$ cat config.mk
export PLATFORM = sky130hd
export DESIGN_NAME = fft_mem_sched
export DESIGN_NICKNAME = d
export VERILOG_FILES = /design/src/rtl/fft_pkg.sv /design/src/rtl/fft_mem_sched_delay_line.sv /design/src/rtl/fft_mem_sched.sv
export SDC_FILE = /design/constraint.sdc
export NUM_CORES = 1
export LEC_CHECK = 0
export CAP_MARGIN = 20
export CORE_UTILIZATION = 61
export CTS_BUF_LIST = sky130_fd_sc_hd__clkbuf_4
export DETAILED_ROUTE_END_ITERATION = 12
export DONT_BUFFER_PORTS = 1
export HOLD_SLACK_MARGIN = 0.15
export PLACE_DENSITY = 0.74
export SYNTH_ARGS = -nofsm -noshare
export SYNTH_HDL_FRONTEND = slang
export SYNTH_SLANG_ARGS = --single-unit
$ cat constraint.sdc
create_clock -name CLK -period 3.7 [get_ports CLK]
set_clock_uncertainty 0.1 [all_clocks]
set_input_delay 0.37 -clock CLK [delete_from_list [all_inputs] [get_ports CLK]]
set_output_delay 0.37 -clock CLK [all_outputs]
set_load 0.03 [all_outputs]
$ cat src/rtl/fft_pkg.sv
// Shared state type, default geometry and address/twiddle helpers for the FFT memory scheduler.
// Addresses are computed at FFT_AW_MAX bits and truncated by the caller, so AWL must not exceed 16.
package fft_pkg;

    typedef enum logic [1:0] {
        S_IDLE  = 2'd0,
        S_RUN   = 2'd1,
        S_DRAIN = 2'd2,
        S_DONE  = 2'd3
    } fft_state_t;

    localparam int FFT_AWL    = 8;
    localparam int FFT_RD_LAT = 1;
    localparam int FFT_BF_LAT = 3;
    localparam int FFT_N      = 2 ** FFT_AWL;
    localparam int FFT_L      = FFT_RD_LAT + FFT_BF_LAT;
    localparam int FFT_AW_MAX = 16;

    // Top address: insert a zero bit at position s of butterfly index k.
    function automatic logic [FFT_AW_MAX-1:0] fft_top_addr(input logic [FFT_AW_MAX-1:0] k,
                                                           input int s);
        logic [FFT_AW_MAX-1:0] span_mask;
        span_mask = (FFT_AW_MAX'(1) << s) - FFT_AW_MAX'(1);
        return ((k >> s) << (s + 1)) | (k & span_mask);
    endfunction

    function automatic logic [FFT_AW_MAX-1:0] fft_bot_addr(input logic [FFT_AW_MAX-1:0] k,
                                                           input int s);
        return fft_top_addr(k, s) | (FFT_AW_MAX'(1) << s);
    endfunction

    function automatic logic [FFT_AW_MAX-1:0] fft_tw_addr(input logic [FFT_AW_MAX-1:0] k,
                                                          input int s,
                                                          input int awl);
        logic [FFT_AW_MAX-1:0] span_mask;
        span_mask = (FFT_AW_MAX'(1) << s) - FFT_AW_MAX'(1);
        return (k & span_mask) << (awl - 1 - s);
    endfunction

endpackage

$ cat src/rtl/fft_mem_sched_delay_line.sv
// fft_addr_delay_line: fixed-depth shift register of {valid, top, bot} tracking in-flight butterflies.
// The last stage is the write-back due in the current cycle; i_clr drops every pending entry.
module fft_addr_delay_line #(
    parameter int DEPTH = 4,
    parameter int AW    = 8
) (
    input  logic          CLK,
    input  logic          RST,
    input  logic          i_clr,
    input  logic          i_vld,
    input  logic [AW-1:0] i_top,
    input  logic [AW-1:0] i_bot,
    output logic          o_vld,
    output logic [AW-1:0] o_top,
    output logic [AW-1:0] o_bot,
    output logic          o_any_vld
);

    logic [DEPTH-1:0] r_vld;
    logic [AW-1:0]    r_top [DEPTH];
    logic [AW-1:0]    r_bot [DEPTH];

    always_ff @(posedge CLK or posedge RST) begin
        if (RST) begin
            r_vld <= '0;
        end else if (i_clr) begin
            r_vld <= '0;
        end else begin
            r_vld[0] <= i_vld;
            for (int i = 1; i < DEPTH; i++) begin
                r_vld[i] <= r_vld[i-1];
            end
        end
    end

    // NOTE: only the valid bits are reset; address fields are never consumed while their valid bit is 0.
    always_ff @(posedge CLK) begin
        r_top[0] <= i_top;
        r_bot[0] <= i_bot;
        for (int i = 1; i < DEPTH; i++) begin
            r_top[i] <= r_top[i-1];
            r_bot[i] <= r_bot[i-1];
        end
    end

    assign o_vld     = r_vld[DEPTH-1];
    assign o_top     = r_top[DEPTH-1];
    assign o_bot     = r_bot[DEPTH-1];
    assign o_any_vld = |r_vld;

endmodule

$ cat src/rtl/fft_mem_sched.sv
// In-place radix-2 FFT RAM scheduler: issues butterfly reads and write-backs across all stages.
// Optional FFT_SCHED_ABORT_EN adds i_ABORT, which drops the transform and pending write-backs.
module fft_mem_sched
    import fft_pkg::*;
#(
    parameter int AWL    = FFT_AWL,
    parameter int RD_LAT = FFT_RD_LAT,
    parameter int BF_LAT = FFT_BF_LAT
) (
    input  logic           CLK,
    input  logic           RST,
    input  logic           i_START,
    output logic           o_BUSY,
    output logic           o_DONE,
    output logic           o_EN,
    output logic           o_WrE,
    output logic [AWL-1:0] o_ADDR_A,
    output logic [AWL-1:0] o_ADDR_B,
    output logic           o_RD_VLD,
    output logic [AWL-2:0] o_TW_ADDR
`ifdef FFT_SCHED_ABORT_EN
    ,
    input  logic           i_ABORT
`endif
);

    localparam int N   = 2 ** AWL;
    localparam int L   = RD_LAT + BF_LAT;
    localparam int KW  = AWL - 1;
    localparam int TWW = AWL - 1;
    localparam int SW  = (AWL > 2) ? $clog2(AWL) : 1;

    fft_state_t     r_state, w_state_nxt;
    logic [SW-1:0]  r_s, w_s_nxt;
    logic [KW-1:0]  r_k, w_k_nxt;

    logic           r_busy, r_done, r_en, r_wre, r_rd_vld;
    logic [AWL-1:0] r_addr_a, r_addr_b;
    logic [TWW-1:0] r_tw;
    logic           w_busy_nxt, w_done_nxt, w_en_nxt, w_wre_nxt, w_rd_vld_nxt;
    logic [AWL-1:0] w_addr_a_nxt, w_addr_b_nxt;
    logic [TWW-1:0] w_tw_nxt;

    logic           w_abort, w_wb_due, w_drain_done, w_last_stage, w_rd_issue, w_rd_last;
    logic [SW-1:0]  w_rd_s;
    logic [KW-1:0]  w_rd_k;
    logic [AWL-1:0] w_rd_top, w_rd_bot, w_dl_top, w_dl_bot;
    logic [TWW-1:0] w_rd_tw;
    logic           w_dl_vld, w_dl_any;

`ifdef FFT_SCHED_ABORT_EN
    assign w_abort = i_ABORT && (r_state != S_IDLE);
`else
    assign w_abort = 1'b0;
`endif

    // A due write-back always wins the ports; reads only fill otherwise idle cycles.
    assign w_wb_due     = w_dl_vld && !w_abort;
    assign w_drain_done = (r_state == S_DRAIN) && !w_dl_any;
    assign w_last_stage = (r_s == SW'(AWL - 1));
    assign w_rd_issue   = !w_abort && !w_wb_due &&
                          (((r_state == S_IDLE) && i_START) ||
                           (r_state == S_RUN) ||
                           (w_drain_done && !w_last_stage));

    assign w_rd_s    = (r_state == S_DRAIN) ? r_s + SW'(1) :
                       (r_state == S_RUN)   ? r_s : '0;
    assign w_rd_k    = (r_state == S_RUN) ? r_k : '0;
    assign w_rd_last = (w_rd_k == KW'(N / 2 - 1));
    assign w_rd_top  = AWL'(fft_top_addr(FFT_AW_MAX'(w_rd_k), int'(w_rd_s)));
    assign w_rd_bot  = AWL'(fft_bot_addr(FFT_AW_MAX'(w_rd_k), int'(w_rd_s)));
    assign w_rd_tw   = TWW'(fft_tw_addr(FFT_AW_MAX'(w_rd_k), int'(w_rd_s), AWL));

    fft_addr_delay_line #(
        .DEPTH (L),
        .AW    (AWL)
    ) u_delay_line (
        .CLK       (CLK),
        .RST       (RST),
        .i_clr     (w_abort),
        .i_vld     (w_rd_issue),
        .i_top     (w_rd_top),
        .i_bot     (w_rd_bot),
        .o_vld     (w_dl_vld),
        .o_top     (w_dl_top),
        .o_bot     (w_dl_bot),
        .o_any_vld (w_dl_any)
    );

    always_ff @(posedge CLK or posedge RST) begin
        if (RST) begin
            r_state  <= S_IDLE;
            r_s      <= '0;
            r_k      <= '0;
            r_busy   <= 1'b0;
            r_done   <= 1'b0;
            r_en     <= 1'b0;
            r_wre    <= 1'b0;
            r_rd_vld <= 1'b0;
            r_addr_a <= '0;
            r_addr_b <= '0;
            r_tw     <= '0;
        end else begin
            r_state  <= w_state_nxt;
            r_s      <= w_s_nxt;
            r_k      <= w_k_nxt;
            r_busy   <= w_busy_nxt;
            r_done   <= w_done_nxt;
            r_en     <= w_en_nxt;
            r_wre    <= w_wre_nxt;
            r_rd_vld <= w_rd_vld_nxt;
            r_addr_a <= w_addr_a_nxt;
            r_addr_b <= w_addr_b_nxt;
            r_tw     <= w_tw_nxt;
        end
    end

    // NOTE: every signal gets a default before the branches so no path leaves it unassigned (no latch).
    always_comb begin
        w_state_nxt = r_state;
        w_s_nxt     = r_s;
        w_k_nxt     = r_k;
        if (w_abort) begin
            w_state_nxt = S_IDLE;
        end else if (w_rd_issue) begin
            w_s_nxt     = w_rd_s;
            w_k_nxt     = w_rd_k + KW'(1);
            w_state_nxt = w_rd_last ? S_DRAIN : S_RUN;
        end else begin
            case (r_state)
                S_DRAIN: if (w_drain_done) w_state_nxt = S_DONE;
                S_DONE:  w_state_nxt = S_IDLE;
                default: w_state_nxt = r_state;
            endcase
        end
    end

    always_comb begin
        w_en_nxt     = w_wb_due || w_rd_issue;
        w_wre_nxt    = w_wb_due;
        w_rd_vld_nxt = w_rd_issue;
        w_addr_a_nxt = r_addr_a;
        w_addr_b_nxt = r_addr_b;
        w_tw_nxt     = r_tw;
        if (w_wb_due) begin
            w_addr_a_nxt = w_dl_top;
            w_addr_b_nxt = w_dl_bot;
        end else if (w_rd_issue) begin
            w_addr_a_nxt = w_rd_top;
            w_addr_b_nxt = w_rd_bot;
            w_tw_nxt     = w_rd_tw;
        end
        w_busy_nxt = (w_state_nxt != S_IDLE);
        w_done_nxt = (w_state_nxt == S_DONE);
    end

    assign o_BUSY    = r_busy;
    assign o_DONE    = r_done;
    assign o_EN      = r_en;
    assign o_WrE     = r_wre;
    assign o_RD_VLD  = r_rd_vld;
    assign o_ADDR_A  = r_addr_a;
    assign o_ADDR_B  = r_addr_b;
    assign o_TW_ADDR = r_tw;

endmodule

==> impl_metrics.xml, run 1 <==
<?xml version="1.0" encoding="UTF-8"?>
<metrics>
  <group name="yosys">
    <metric name="synth-main-ff-cell" unit="">dfxtp_1</metric>
    <metric name="netlist_instances" unit="">406</metric>
    <metric name="multiplexer_share_of_the_synthesized_area" unit="%">1.762</metric>
    <metric name="count_of_distinct_cell_types_in_the_synthesized_netlist" unit="">75</metric>
    <metric name="synth.most_common_cell" unit="">dfxtp_1</metric>
    <metric name="avgSynthCellArea" unit="um^2">10.49</metric>
    <metric name="synth_async_sr_flop_share" unit="%">40.19</metric>
    <metric name="ys_top_cells_by_count" unit="">dfxtp_1, nand2_1, dfrtp_1</metric>
    <metric name="seq_area_frac_synth" unit="%">55.33</metric>
    <metric name="synth-xor-area-share" unit="%">0.2056</metric>
    <metric name="yosys.area_share.adder" unit="%">2.349</metric>
    <metric name="synth.ff_latch_count" unit="">107</metric>
    <metric name="synth-edff-count" unit="">0</metric>
    <metric name="synth_top_area_share" unit="%">30.07</metric>
    <metric name="main_combinational_cell_family_by_area_after_synthesis" unit="">compound AO/OA/AOI/OAI gates</metric>
    <metric name="post_synthesis_compound_gate_area_fraction" unit="%">21.88</metric>
    <metric name="ys_warn_count" unit="">0</metric>
    <metric name="netlist_area" unit="mm^2">0.004260</metric>
    <metric name="yosys.area.top_type" unit="">dfxtp_1</metric>
    <metric name="synthesized_netlist_net_count" unit="">417</metric>
    <metric name="largest_cells_by_area_after_synthesis" unit="">dfxtp_1, dfrtp_1, nand2_1</metric>
    <metric name="synth_simple_gate_area_share" unit="%">14.57</metric>
  </group>
  <group name="sta">
    <metric name="rsz0062_at_grt" unit="">no</metric>
    <metric name="final_min_period" unit="ns">3.245</metric>
    <metric name="timing_worst_slew_pin_value" unit="ns">0.9371</metric>
    <metric name="final.hold.worst_slack" unit="ns">0.2232</metric>
    <metric name="achievable-frequency" unit="MHz">308.1</metric>
    <metric name="setup_total_negative_slack" unit="ns">0</metric>
    <metric name="report.final.slew_viol_count" unit="">0</metric>
    <metric name="maxSlewHeadroom" unit="%">37.44</metric>
    <metric name="finalCritPeriodShare" unit="%">87.71</metric>
    <metric name="setup_viol" unit="">0</metric>
    <metric name="timing_hold_violations_final" unit="">0</metric>
  </group>
  <group name="status">
    <metric name="status" unit="">finished, final reports clean</metric>
  </group>
  <group name="pwr">
    <metric name="pwr-share-clk" unit="%">32.4</metric>
    <metric name="total_switching_power" unit="uW">407.4</metric>
    <metric name="vdd.ir_drop.worst" unit="mV">0.2959</metric>
    <metric name="cellInternalPower" unit="mW">1.323</metric>
    <metric name="switching_share" unit="%">23.55</metric>
    <metric name="share_of_total_power_in_sequential_cells" unit="%">67.0</metric>
    <metric name="report.power.total" unit="mW">1.730</metric>
    <metric name="combinational_fraction_of_design_power" unit="%">0.6</metric>
    <metric name="power_density" unit="mW/mm^2">388.9</metric>
    <metric name="power.leakage" unit="nW">1.882</metric>
  </group>
  <group name="setup_path">
    <metric name="startpoint_type" unit="">flop</metric>
    <metric name="sort_of_element_at_the_end_of_the_critical_path" unit="">flop</metric>
    <metric name="r2r_cells" unit="">8</metric>
    <metric name="timing.setup.critical_path_class" unit="">flop to flop</metric>
    <metric name="crit_arrival" unit="ns">3.51</metric>
    <metric name="required" unit="ns">3.96</metric>
    <metric name="cp_max_fo" unit="">18</metric>
  </group>
  <group name="drt">
    <metric name="top_signal_layer_used" unit="">met4</metric>
    <metric name="avgRoutedWirePerCell" unit="um">20.49</metric>
    <metric name="detail_route.vias_per_cell" unit="">6.388</metric>
    <metric name="drt_iter0_drc" unit="">299</metric>
    <metric name="ant_nets" unit="">0</metric>
    <metric name="drcViolationCount" unit="">0</metric>
    <metric name="detailroute.wirelength.met3" unit="um">706</metric>
    <metric name="met2WireLength" unit="um">4542</metric>
    <metric name="detail_route.first_pass.iterations" unit="">5</metric>
    <metric name="wirelength" unit="um">9981</metric>
    <metric name="route.vias.total" unit="">3111</metric>
    <metric name="route.layer.met1.wl" unit="um">4542</metric>
  </group>
  <group name="floorplanning">
    <metric name="num_io_pins" unit="">31</metric>
    <metric name="chipHeight" unit="um">85.57</metric>
    <metric name="dieWidth" unit="um">85.57</metric>
    <metric name="design.core.area" unit="mm^2">0.006756</metric>
    <metric name="die_outline_area" unit="mm^2">0.007322</metric>
    <metric name="floorplan.initialDensity" unit="%">63.06</metric>
    <metric name="std_cell_rows" unit="">30</metric>
  </group>
  <group name="clock_network">
    <metric name="cts_inserted_buffers" unit="">9</metric>
    <metric name="postCtsResizedCells" unit="">0</metric>
    <metric name="clock_sink_count" unit="">107</metric>
    <metric name="cts.htree.levels" unit="">3</metric>
    <metric name="max-clock-path-buffers" unit="">2</metric>
    <metric name="clk_pin_slew" unit="ns">0.19</metric>
    <metric name="clk_latency" unit="ns">0.47</metric>
    <metric name="tritoncts" unit="">done</metric>
    <metric name="cts_setup_buffers" unit="">0</metric>
    <metric name="clockRootBuffer" unit="">clkbuf_4</metric>
    <metric name="cts-hold-fix-buffers" unit="">1</metric>
  </group>
  <group name="placement">
    <metric name="port_buffers" unit="">0</metric>
    <metric name="gp_routability_congestion" unit="">0.9950</metric>
    <metric name="dpl_cell_area" unit="mm^2">0.004307</metric>
    <metric name="numPlacedInstances" unit="">470</metric>
    <metric name="dp_hpwl" unit="um">6820</metric>
  </group>
  <group name="cells_and_area">
    <metric name="layout-drive-gt1-share" unit="%">13.02</metric>
    <metric name="antenna-diode-count" unit="">0</metric>
    <metric name="area_grow_syn2layout" unit="%">4.405</metric>
    <metric name="finalNonFillerCells" unit="">487</metric>
    <metric name="finish.net_count" unit="">413</metric>
    <metric name="final_standard_cell_area_without_fillers" unit="mm^2">0.004448</metric>
  </group>
  <group name="global_routing">
    <metric name="pin_count_of_the_biggest_net_entering_global_routing" unit="">44</metric>
    <metric name="grt-ovfl-total" unit="">0</metric>
    <metric name="grt_antenna_before_repair" unit="">0</metric>
    <metric name="grt_first_pass_wirelength" unit="um">15900</metric>
    <metric name="gr-usage-all-layers" unit="%">28.98</metric>
    <metric name="first_global_vias" unit="">3016</metric>
  </group>
  <group name="min_path">
    <metric name="worstHoldPathCells" unit="">0</metric>
    <metric name="hold_class" unit="">flop to flop</metric>
  </group>
  <group name="run">
    <metric name="max-cap-violations" unit="">0</metric>
  </group>
</metrics>
## worst max-delay path: stages, from the launching register on
cell and delay [ns]:
dfrtp_1 0.83, ha_1 0.38, a21o_1 0.25, ha_1 0.23, ha_1 0.42, a21bo_2 0.30, a211oi_1 0.23, a211oi_2 0.11
a221oi_1 0.27
## power by group through the flow
stage	sequential [mW]	clock, mW	combinational, mW
after floorplan	1.18	0	0.00690
after global placement	1.18	0	0.00957
after detailed placement	1.18	0	0.00997
after CTS	1.16	0.574	0.0108
after global routing	1.16	0.626	0.0123
final	1.16	0.560	0.0103
## layout by cell type (no fill, tap or decap), types with 3 or more instances in the layout
| master | instances |
|---|---|
| a211oi_1 | 7 |
| a21o_1 | 3 |
| a21oi_1 | 14 |
| a221oi_1 | 3 |
| a22o_1 | 4 |
| a22oi_1 | 4 |
| a31oi_1 | 5 |
| and2_1 | 3 |
| and3_1 | 3 |
| buf_4 | 8 |
| clkbuf_4 | 10 |
| dfrtp_1 | 43 |
| dfxtp_1 | 64 |
| ha_1 | 8 |
| inv_1 | 9 |
| inv_2 | 5 |
| mux2_2 | 4 |
| mux2i_1 | 3 |
| nand2_1 | 47 |
| nand2b_1 | 5 |
| nand3_1 | 9 |
| nand3b_1 | 4 |
| nand4_1 | 3 |
| nor2_1 | 18 |
| nor3_1 | 9 |
| o21a_1 | 3 |
| o21ai_0 | 25 |
| o21ai_1 | 5 |
| o22ai_1 | 5 |
| o31ai_1 | 6 |
| or3_1 | 6 |
## cell type report
type,instances,area [um^2]
timing repair buffer,9,70.07
multi-input combinational,261,1737
inverter,14,52.55
clock buffer,10,75.07
tap,80,100.1
fill,522,2308
clock inverter,6,56.30
sequential,107,2357
## state kept, by name, summed over array words and instances, names as in the netlist
register	count
u_delay_line.r_bot	32
u_delay_line.r_top	32
o_ADDR_A	8
o_ADDR_B	8
o_TW_ADDR	7
r_k	7
u_delay_line.r_vld	4
r_s	3
r_state	2
o_BUSY	1
o_DONE	1
o_EN	1
o_WrE	1
## layer usage
metal	global-route usage [%]	vias to the layer above
met2	45.60	132
met1	39.58	1495
met4	10.76	0
li1	-	1467
met5	0	-
met3	6.449	17
## metrics by stage
step / util, % / worst slack (ns)
after detailed placement: 63.74 / 0.5437
after global routing: 65.83 / 0.2521
after CTS: 65.83 / 0.4756
after floorplan: - / 0.9167
after global placement: 63.74 / 0.5916
final: 65.83 / 0.4547
## worst paths after layout
| kind | startpoint | end | slack, ns |
|---|---|---|---|
| setup reg to reg | r_s[0]$_DFFE_PP0P_ | o_ADDR_A[2]$_DFFE_PP0P_ | 0.45 |
| hold reg to reg | u_delay_line.r_bot[2][1]$_DFF_P_ | u_delay_line.r_bot[3][1]$_DFF_P_ | 0.22 |
| min in group asynchronous | RST | r_s[0]$_DFFE_PP0P_ | 0.45 |
| hold / removal | u_delay_line.r_bot[2][1]$_DFF_P_ | u_delay_line.r_bot[3][1]$_DFF_P_ | 0.22 |
| setup / recovery | r_s[0]$_DFFE_PP0P_ | o_ADDR_A[2]$_DFFE_PP0P_ | 0.45 |
| max in group asynchronous | RST | o_ADDR_B[0]$_DFFE_PP0P_ | 2.44 |
## cell families after synthesis
logic type               Yosys count
AO/OA/AOI/OAI                    123
AND/OR/NAND/NOR                  122
flip-flops                       107
buffers and inverters             38
adder cells (fa/ha/maj)            8
multiplexers                       7
XOR/XNOR                           1
Power figures use the tool's default switching activity.
==> run 2, diff against run 1 <==
- PLACE_DENSITY: 0.74 -> 0.82
==> impl_metrics.xml, run 2 (synthesized netlist as in run 1, its figures left out) <==
<?xml version="1.0" encoding="UTF-8"?>
<metrics>
  <group name="status">
    <metric name="status" unit="">finished, final reports clean</metric>
  </group>
  <group name="setup_path">
    <metric name="cpMaxStageDelayCell" unit="">dfrtp_1</metric>
    <metric name="timing.reg2reg.setup_slack" unit="ns">0.54</metric>
    <metric name="r2r_cells" unit="">8</metric>
    <metric name="critPathCapture" unit="">o_ADDR_A[2]$_DFFE_PP0P_</metric>
    <metric name="timing.setup.critical_path_class" unit="">flop to flop</metric>
    <metric name="critical_path.reg2reg.startpoint" unit="">r_state[1]$_DFF_PP0_</metric>
    <metric name="sort_of_element_at_the_end_of_the_critical_path" unit="">flop</metric>
    <metric name="required" unit="ns">3.95</metric>
    <metric name="max_stage_delay" unit="ns">0.66</metric>
    <metric name="r2r_endpoint" unit="">o_ADDR_A[2]$_DFFE_PP0P_</metric>
    <metric name="startpoint_type" unit="">flop</metric>
    <metric name="timing.critical_path.cells" unit="">and3b_1, a21o_1, ha_1, ha_1, a21bo_2, a211oi_1, a211oi_2, a221oi_1</metric>
    <metric name="cp_max_fo" unit="">15</metric>
    <metric name="worstSetupStartpoint" unit="">r_state[1]$_DFF_PP0_</metric>
    <metric name="worst_path_most_repeated_cell" unit="">ha_1</metric>
    <metric name="crit_arrival" unit="ns">3.41</metric>
  </group>
  <group name="placement">
    <metric name="dp_hpwl" unit="um">6682</metric>
    <metric name="gp_routability_congestion" unit="">0.9586</metric>
    <metric name="preCtsSetupSlack" unit="ns">0.6555</metric>
    <metric name="numPlacedInstances" unit="">471</metric>
    <metric name="port_buffers" unit="">0</metric>
  </group>
  <group name="global_routing">
    <metric name="grt_antenna_before_repair" unit="">0</metric>
    <metric name="first_global_vias" unit="">3132</metric>
    <metric name="gr-usage-all-layers" unit="%">28.86</metric>
    <metric name="pin_count_of_the_biggest_net_entering_global_routing" unit="">44</metric>
    <metric name="grt-ovfl-total" unit="">0</metric>
    <metric name="grt_first_pass_wirelength" unit="um">16010</metric>
  </group>
  <group name="floorplanning">
    <metric name="dieWidth" unit="um">85.57</metric>
    <metric name="chipHeight" unit="um">85.57</metric>
    <metric name="num_io_pins" unit="">31</metric>
    <metric name="std_cell_rows" unit="">30</metric>
    <metric name="floorplan.initialDensity" unit="%">63.06</metric>
    <metric name="design.core.area" unit="mm^2">0.006756</metric>
    <metric name="die_outline_area" unit="mm^2">0.007322</metric>
  </group>
  <group name="clock_network">
    <metric name="cts_setup_buffers" unit="">0</metric>
    <metric name="clk_pin_slew" unit="ns">0.18</metric>
    <metric name="max-clock-path-buffers" unit="">2</metric>
    <metric name="postCtsResizedCells" unit="">0</metric>
    <metric name="cts_inserted_buffers" unit="">9</metric>
    <metric name="clockRootBuffer" unit="">clkbuf_4</metric>
    <metric name="clk_latency" unit="ns">0.47</metric>
    <metric name="clock_sink_count" unit="">107</metric>
    <metric name="cts.htree.levels" unit="">3</metric>
    <metric name="tritoncts" unit="">done</metric>
  </group>
  <group name="drt">
    <metric name="route.vias.total" unit="">3217</metric>
    <metric name="detail_route.first_pass.iterations" unit="">5</metric>
    <metric name="ant_nets" unit="">0</metric>
    <metric name="wirelength" unit="um">9689</metric>
    <metric name="detail_route.vias_per_cell" unit="">6.592</metric>
    <metric name="drt_iter0_drc" unit="">345</metric>
    <metric name="drcViolationCount" unit="">0</metric>
    <metric name="avgRoutedWirePerCell" unit="um">19.85</metric>
  </group>
  <group name="cells_and_area">
    <metric name="commonest_non_fill_non_tap_cell_in_the_layout" unit="">dfxtp_1</metric>
    <metric name="reg_top3" unit="">u_delay_line.r_bot (32), u_delay_line.r_top (32)</metric>
    <metric name="final_design_utilization" unit="%">66.33</metric>
    <metric name="layout_common_cells" unit="">dfxtp_1, nand2_1, dfrtp_1</metric>
    <metric name="antenna-diode-count" unit="">0</metric>
    <metric name="area_grow_syn2layout" unit="%">5.198</metric>
    <metric name="finish.net_count" unit="">414</metric>
    <metric name="layout.filler_cells" unit="">526</metric>
    <metric name="finalNonFillerCells" unit="">488</metric>
    <metric name="layout-drive-gt1-share" unit="%">13.24</metric>
  </group>
  <group name="pwr">
    <metric name="switching_share" unit="%">22.48</metric>
    <metric name="power_density" unit="mW/mm^2">400.0</metric>
    <metric name="pwr-share-clk" unit="%">34.7</metric>
    <metric name="combinational_fraction_of_design_power" unit="%">0.6</metric>
    <metric name="vdd.ir_drop.worst" unit="mV">0.2932</metric>
    <metric name="power.leakage" unit="nW">1.897</metric>
    <metric name="share_of_total_power_in_sequential_cells" unit="%">64.7</metric>
    <metric name="cellInternalPower" unit="mW">1.390</metric>
    <metric name="total_switching_power" unit="uW">403.0</metric>
  </group>
  <group name="sta">
    <metric name="achievable-frequency" unit="MHz">316.6</metric>
    <metric name="maxSlewHeadroom" unit="%">37.76</metric>
    <metric name="timing_worst_slew_pin_value" unit="ns">0.9323</metric>
    <metric name="report.final.slew_viol_count" unit="">0</metric>
    <metric name="rsz0062_at_grt" unit="">no</metric>
    <metric name="setup_total_negative_slack" unit="ns">0</metric>
    <metric name="finalCritPeriodShare" unit="%">85.38</metric>
    <metric name="timing.final.ws_setup" unit="ns">0.5411</metric>
    <metric name="timing_hold_violations_final" unit="">0</metric>
    <metric name="final_min_period" unit="ns">3.159</metric>
    <metric name="setup_viol" unit="">0</metric>
    <metric name="final.hold.worst_slack" unit="ns">0.2321</metric>
  </group>
  <group name="min_path">
    <metric name="hold_class" unit="">flop to flop</metric>
  </group>
  <group name="run">
    <metric name="max-cap-violations" unit="">0</metric>
  </group>
</metrics>
-- run 2: changes by cell type in the layout (fill, tap and decap cells not counted), sizes merged --
cell,delta
buf,+1
bufinv,+1
inv,-1
-- run 2: critical path: cells and delay by family (launching register included) --
| kind | cells | cell delay, ns |
|---|---|---|
| AOI/OAI and AO/OA | 5 | 1.27 |
| adders and majority gates | 2 | 0.67 |
| DFF | 1 | 0.66 |
| and+or+nand+nor | 1 | 0.34 |
-- run 2: power groups by stage --
stage,sequential (mW),clock [mW],combinational [mW]
after floorplan,1.18,0,0.00690
after global placement,1.18,0,0.00978
after detailed placement,1.18,0,0.0103
after CTS,1.16,0.639,0.0111
after global routing,1.16,0.686,0.0125
final,1.16,0.623,0.0102
-- run 2: worst min-delay path by stage --
| stage | from | end | slack (ns) | cells past startpoint |
|---|---|---|---|---|
| 2_1_floorplan | u_delay_line.r_bot[0][0]$_DFF_P_ | u_delay_line.r_bot[1][0]$_DFF_P_ | 0.21 | 0 |
| 3_3_place_gp | u_delay_line.r_top[0][3]$_DFF_P_ | u_delay_line.r_top[1][3]$_DFF_P_ | 0.21 | 0 |
| 3_5_place_dp | u_delay_line.r_bot[0][3]$_DFF_P_ | u_delay_line.r_bot[1][3]$_DFF_P_ | 0.21 | 0 |
| 4_1_cts | u_delay_line.r_bot[1][1]$_DFF_P_ | u_delay_line.r_bot[2][1]$_DFF_P_ | 0.23 | 0 |
| 5_1_grt | u_delay_line.r_bot[1][1]$_DFF_P_ | u_delay_line.r_bot[2][1]$_DFF_P_ | 0.23 | 0 |
| 6_report | u_delay_line.r_top[2][7]$_DFF_P_ | u_delay_line.r_top[3][7]$_DFF_P_ | 0.23 | 0 |
-- run 2: per-stage QoR --
step | instance area (um^2) | total power [mW]
5_1_grt | 4482 | 1.860
4_1_cts | 4482 | 1.810
3_5_place_dp | 4314 | 1.193
2_1_floorplan | 4260 | 1.190
6_report | 4482 | 1.793
3_3_place_gp | 4314 | 1.193
-- run 2: layer usage --
metal  track usage (%)  routed length, um
met5                 0                  0
met4             15.00                286
met3             6.160                682
met2             44.22               4402
met1             38.82               4318
-- run 2: area by class of cell --
type	count	area, um^2	share of cell area, %
inverter	14	52.55	1.173
clock buffer	10	75.07	1.675
tap	80	100.1	2.233
multi-input combinational	261	1737	38.75
sequential	107	2357	52.60
timing repair buffer	10	77.57	1.731
clock inverter	6	82.58	1.843
-- run 2: repair_timing --
item / in CTS / in global routing
hold buffers: 1 / 0
hold endpoints to repair: 43 / 0
endpoints found under the setup margin: 0 / 0
